--- src/rtl/wb_demux.sv ---
// Write-back destination demultiplexer: routes an ALU result into the internal W register
// or out to the file register array through a req/ack handshake with timeout.
// Optional: define STATUS_Z_EN to add the z_flag output (zero status of each accepted result).
module wb_demux #(
    parameter int DW      = 8,
    parameter int AW      = 5,
    parameter int TIMEOUT = 15
) (
    input  logic          clk,
    input  logic          rst_n,
    input  logic          in_valid,
    output logic          in_ready,
    input  logic          sel,
    input  logic [DW-1:0] data_in,
    input  logic [AW-1:0] addr_in,
    output logic [DW-1:0] w_reg,
    output logic          w_we,
    output logic          f_req,
    output logic [AW-1:0] f_addr,
    output logic [DW-1:0] f_data,
    input  logic          f_ack,
`ifdef STATUS_Z_EN
    output logic          z_flag,
`endif
    output logic          done,
    output logic          err
);

    localparam int CW = (TIMEOUT < 2) ? 1 : $clog2(TIMEOUT + 1);
    // Last F_WAIT count value: the counter would reach TIMEOUT on this edge.
    localparam logic [CW-1:0] CNT_LAST = CW'(TIMEOUT - 1);

    typedef enum logic {
        IDLE   = 1'b0,
        F_WAIT = 1'b1
    } state_t;

    state_t        r_state;
    state_t        w_state_nxt;
    logic [CW-1:0] r_cnt;
    logic [CW-1:0] w_cnt_nxt;

    logic [DW-1:0] r_w_reg;
    logic [DW-1:0] w_w_reg_nxt;
    logic          r_w_we;
    logic          w_w_we_nxt;
    logic          r_f_req;
    logic          w_f_req_nxt;
    logic [AW-1:0] r_f_addr;
    logic [AW-1:0] w_f_addr_nxt;
    logic [DW-1:0] r_f_data;
    logic [DW-1:0] w_f_data_nxt;
    logic          r_done;
    logic          w_done_nxt;
    logic          r_err;
    logic          w_err_nxt;
    logic          w_accept;

`ifdef STATUS_Z_EN
    logic          r_z;
    logic          w_z_nxt;
`endif

    assign in_ready = (r_state == IDLE);
    assign w_accept = in_valid && (r_state == IDLE);

    always_ff @(posedge clk or negedge rst_n) begin
        if (!rst_n) begin
            r_state  <= IDLE;
            r_cnt    <= '0;
            r_w_reg  <= '0;
            r_w_we   <= 1'b0;
            r_f_req  <= 1'b0;
            r_f_addr <= '0;
            r_f_data <= '0;
            r_done   <= 1'b0;
            r_err    <= 1'b0;
        end else begin
            r_state  <= w_state_nxt;
            r_cnt    <= w_cnt_nxt;
            r_w_reg  <= w_w_reg_nxt;
            r_w_we   <= w_w_we_nxt;
            r_f_req  <= w_f_req_nxt;
            r_f_addr <= w_f_addr_nxt;
            r_f_data <= w_f_data_nxt;
            r_done   <= w_done_nxt;
            r_err    <= w_err_nxt;
        end
    end

    always_comb begin
        w_state_nxt  = r_state;
        w_cnt_nxt    = r_cnt;
        w_w_reg_nxt  = r_w_reg;
        w_w_we_nxt   = 1'b0;
        w_f_req_nxt  = r_f_req;
        w_f_addr_nxt = r_f_addr;
        w_f_data_nxt = r_f_data;
        w_done_nxt   = 1'b0;
        w_err_nxt    = 1'b0;

        case (r_state)
            IDLE: begin
                if (w_accept) begin
                    if (!sel) begin
                        w_w_reg_nxt = data_in;
                        w_w_we_nxt  = 1'b1;
                        w_done_nxt  = 1'b1;
                    end else begin
                        w_f_addr_nxt = addr_in;
                        w_f_data_nxt = data_in;
                        w_f_req_nxt  = 1'b1;
                        w_cnt_nxt    = '0;
                        w_state_nxt  = F_WAIT;
                    end
                end
            end
            F_WAIT: begin
                // An ack on the timeout edge still completes the write.
                if (f_ack) begin
                    w_f_req_nxt = 1'b0;
                    w_done_nxt  = 1'b1;
                    w_cnt_nxt   = '0;
                    w_state_nxt = IDLE;
                end else if (r_cnt == CNT_LAST) begin
                    w_f_req_nxt = 1'b0;
                    w_err_nxt   = 1'b1;
                    w_cnt_nxt   = '0;
                    w_state_nxt = IDLE;
                end else begin
                    w_cnt_nxt = r_cnt + 1'b1;
                end
            end
            default: begin
                w_state_nxt = IDLE;
                w_f_req_nxt = 1'b0;
                w_cnt_nxt   = '0;
            end
        endcase
    end

`ifdef STATUS_Z_EN
    always_comb begin
        w_z_nxt = r_z;
        if (w_accept) begin
            w_z_nxt = (data_in == '0);
        end
    end

    always_ff @(posedge clk or negedge rst_n) begin
        if (!rst_n) begin
            r_z <= 1'b0;
        end else begin
            r_z <= w_z_nxt;
        end
    end

    assign z_flag = r_z;
`endif

    assign w_reg  = r_w_reg;
    assign w_we   = r_w_we;
    assign f_req  = r_f_req;
    assign f_addr = r_f_addr;
    assign f_data = r_f_data;
    assign done   = r_done;
    assign err    = r_err;

endmodule

--- config.mk ---
export PLATFORM = sky130hd
export DESIGN_NAME = wb_demux
export DESIGN_NICKNAME = d
export VERILOG_FILES = /design/src/rtl/wb_demux.sv
export SDC_FILE = /design/constraint.sdc
export NUM_CORES = 1
export LEC_CHECK = 0
export CORE_MARGIN = 2
export CORE_UTILIZATION = 43
export CTS_CLUSTER_SIZE = 40
export DETAILED_ROUTE_END_ITERATION = 10
export PLACE_DENSITY = 0.77
export SETUP_SLACK_MARGIN = 0.15
export SYNTH_ARGS = -nofsm -noshare
export SYNTH_HDL_FRONTEND = slang
export SYNTH_SLANG_ARGS = --single-unit
--- constraint.sdc ---
create_clock -name clk -period 1.95 [get_ports clk]
set_clock_uncertainty 0.15 [all_clocks]
set_input_delay 0.195 -clock clk [delete_from_list [all_inputs] [get_ports clk]]
set_output_delay 0.195 -clock clk [all_outputs]
set_load 0.1 [all_outputs]
* Word-level counts from Yosys, hierarchy flattened
Cells that the tools add are included.
** Operators by class
- Add/subtract/negate cells :: 1
- Equal/unequal tests :: 4
- Muxes and demuxes :: 23
- Bitwise operators :: 2
- Reductions and logical operators :: 5
** Operator list (number)
- 2-to-1 mux 4 bit :: 4
- 2-to-1 mux 1 bit :: 15
- AND reduction 3 bit :: 3
- case mux 4 bit (2 select lines) :: 1
- case mux 1 bit (2 select lines) :: 3
- adder 4 x 1 -> 4 bit (second input constant) :: 1
- equality test 4 bit (second input constant) :: 1
- != test 2 x 1 -> 1 bit (second input constant) :: 2
- != test 3 x 2 -> 1 bit (second input constant) :: 1
- inverter 1 bit :: 2
- AND reduction 2 bit :: 1
- logical AND 1 bit :: 1
** Word-level totals
- Bits in registers :: 30
- Output and inout bits :: 26
- Logic and storage cells :: 44

* Logic depth before layout (Yosys ltp)
- Depth in word-level cells :: 4
- Mapped depth :: 5
- Depth with buffers taken out :: 5

* Least setup slack after synthesis
Ideal clock, no wire load.
- Path kind :: register to register
- Start point :: register w_reg[0] (netlist name)
- End point :: register r_w_reg[0], in the netlist w_reg[0]
- Arrival time :: 1.152 ns
- Required time :: 1.672 ns
- Slack :: 0.520 ns
- Cell stages (with the launch flop) :: 2
- Buffers on the path :: 0
- Period minus slack after synthesis :: 1.430 ns
- Cell sequence :: dfrtp_1 > mux2_1
** RTL lines
- end signal, assigned :: line 81 : r_w_reg <= w_w_reg_nxt;
- end, declared :: line 43 : logic [DW-1:0] r_w_reg;

* Worst setup path in the final report
- Start point :: register r_state
- End point :: output in_ready
** On the way
- Cells in the longest elaborated chain, start to end :: 1
** RTL lines
- start, declared :: line 38 : state_t r_state;
- start signal, assigned :: line 79 : r_state <= w_state_nxt;
- inverter 1 bit (no line)
- end, declared :: line 12 : output logic in_ready,
Every way passes these cells.

==> summary.txt <==
post-synthesis sequential area ratio = 60.9%
clk root buf = clkbuf_4
unrepaired setup endpoints after global routing = no
Post-CTS Hold Fix Bufs = 0
largest net degree at the start of global routing = 31
starting DRC count in detailed routing = 6
top_reg_cell synth = dfrtp_1
Synth cell types = 21
Warnings, synthesis = 0
critical path type = flip-flop to output pin
Reg2Reg Setup Slack = 430 ps
Post-DRT Antenna Nets = 0
Worst Setup End Kind = output pin
Antenna Cells = 0
initial antenna violation count = 0
CP max FO = 8
H-Tree Depth = 2
first-pass GRT wire length = 4010 um
post-DP HPWL = 1700 um
Hold WC Path Type = input pin to asynchronous set/reset pin
# setup viols final = 0
top-level port count = 44
CTS tree = done
critical path arrival = 1180 ps
status = completed
leading area contributor after synthesis = dfrtp_1
CP Launch Type = flip-flop
GRT overflow = 0
final hold viol count = 0
Yosys top cell area share = 60.9%
Worst Max-Slew Pin Slew = 367 ps
CTS clk-pin slew, worst paths = 100 ps
effective utilization at floorplan = 45.1%
vias in the first global route = 845
Final min period = 1530 ps
# fillers = 227
Resized Gates After CTS = 0
I/O Buffers = 43
worst r2r src = r_state$_DFF_PN0_
Yosys reg bits = 30
vias = 832
Post-synth EDFFs = 0
Syn Nets = 101
layout cells sized above 1 = 38.6%
Final Power = 2.49 mW
post-route clock period utilization = 78.3%
Post-layout nets = 151
post-CTS setup buffers = 0
Max Cap Viol = 0
first-pass iteration count of the detailed router = 2
full die area = 3310 um2
Total Routing Usage GR = 16.4%
largest cells by area after synthesis = dfrtp_1, mux2_4, mux2_1
Crit path required time = 1600 ps
Clock Path Buffers = 2
worst skew pair latency = 330 ps
core area = 2730 um2
fraction of registers with async set/reset = 100%
TritonCTS Buffers = 5
top post-synthesis cells by count = dfrtp_1, mux2_1, mux2_4
routed len/inst = 14.7 um
Cell Pwr Density = 1460 nW/um2
WL final = 2400 um
synthesized cell area = 1230 um2
GPL Wtd Cong = 0.724
die height = 57.5 um
DRC = 0
reg-to-reg endpoint = f_data[1]$_DFFE_PN0P_
Syn Area/Cell = 15.2 um2
Die X = 57.5 um
drt via density = 5.10
max-slew violations = 0
pre-CTS setup slack = 197 ps
Rel. slew slack = 75.6%
count leader, synth = dfrtp_1
final worst setup slack = 423 ps
clock sinks = 30
Layout Area Growth over Synthesis = 38.8%
cell count after synthesis = 81
fmax = 655 MHz
Reg2Reg Depth = 2
row count = 19
Leak = 0.826 nW
peak supply drop = 1.18 mV
setup TNS = 0 ps
-- report_power, final --
part	internal [mW]	switching (mW)	leakage, nW
clock	0.265	0.223	0.0450
sequential	0.734	0.0727	0.367
combinational	0.279	0.916	0.414
-- stage by stage --
step / utilization [%] / cell area [um2] / hold slack [ps] / instances
2_1_floorplan: - / 1230 / -251 / 81
3_3_place_gp: 59.7 / 1630 / 325 / 155
3_5_place_dp: 59.7 / 1630 / 331 / 155
4_1_cts: 62.6 / 1710 / 95.3 / 163
5_1_grt: 62.6 / 1710 / 104 / 163
6_report: 62.6 / 1710 / 82.7 / 163
-- kinds of logic (layout without fill, tap and decap cells) --
logic type	Yosys count	count (layout)	share of synthesized area, %
flops	30	30	60.9
mux	21	21	21.6
simple gates	16	16	8.63
compound gates	8	8	3.65
buf+inv	4	55	3.15
fa+ha+maj	2	2	2.03
-- worst max-delay path: stages, from the launching register on --
cell and delay (ps):
dfrtp_1 520, inv_1 140, buf_12 190
-- worst max path at each step --
stage	start	end	slack (ps)	cells after the start
after floorplan	w_reg[0]$_DFFE_PN0P_	w_reg[0]$_DFFE_PN0P_	520	1
after global placement	in_valid	w_reg[6]$_DFFE_PN0P_	240	4
after detailed placement	in_valid	w_reg[4]$_DFFE_PN0P_	200	4
after CTS	r_state$_DFF_PN0_	f_data[1]$_DFFE_PN0P_	410	2
after global routing	r_state$_DFF_PN0_	f_data[1]$_DFFE_PN0P_	380	2
final	r_state$_DFF_PN0_	in_ready	420	2
-- per-layer routing --
layer	up-vias	wire length (um)	part of all wire, %	global-route usage (%)
met5	-	0	0	0
met4	0	24	1.0	4.98
met3	4	149	6.2	7.48
met2	27	1250	52	25.6
met1	415	974	41	20.3
li1	386	-	-	-
-- placed cells by master, fill, tap and decap left out, types with 2 or more instances in the layout --
master           synthesis  layout
a21oi_1                  3       3
buf_4                    0      27
nand2_1                  5       5
dfrtp_1                 30      30
mux2_2                   5       5
nand2b_1                 3       3
o21ai_0                  3       3
mux2_4                   8       8
mux2_1                   8       8
inv_1                    2       2
ha_1                     2       2
clkinv_2                 0       2
clkbuf_4                 0       5
clkdlybuf4s50_1          0      17
nand3_1                  2       2
-- cell type report --
class	count	area (um2)	area share (%)
multi-input cells	47	443	25.9
clock inverters	3	40.0	2.34
repair buffers	45	393	23.0
flip-flops and latches	30	751	43.9
well taps	31	38.8	2.27
clock buffers	5	37.5	2.19
inverters	2	7.51	0.439
No activity file was read; power rests on OpenSTA's default activity.
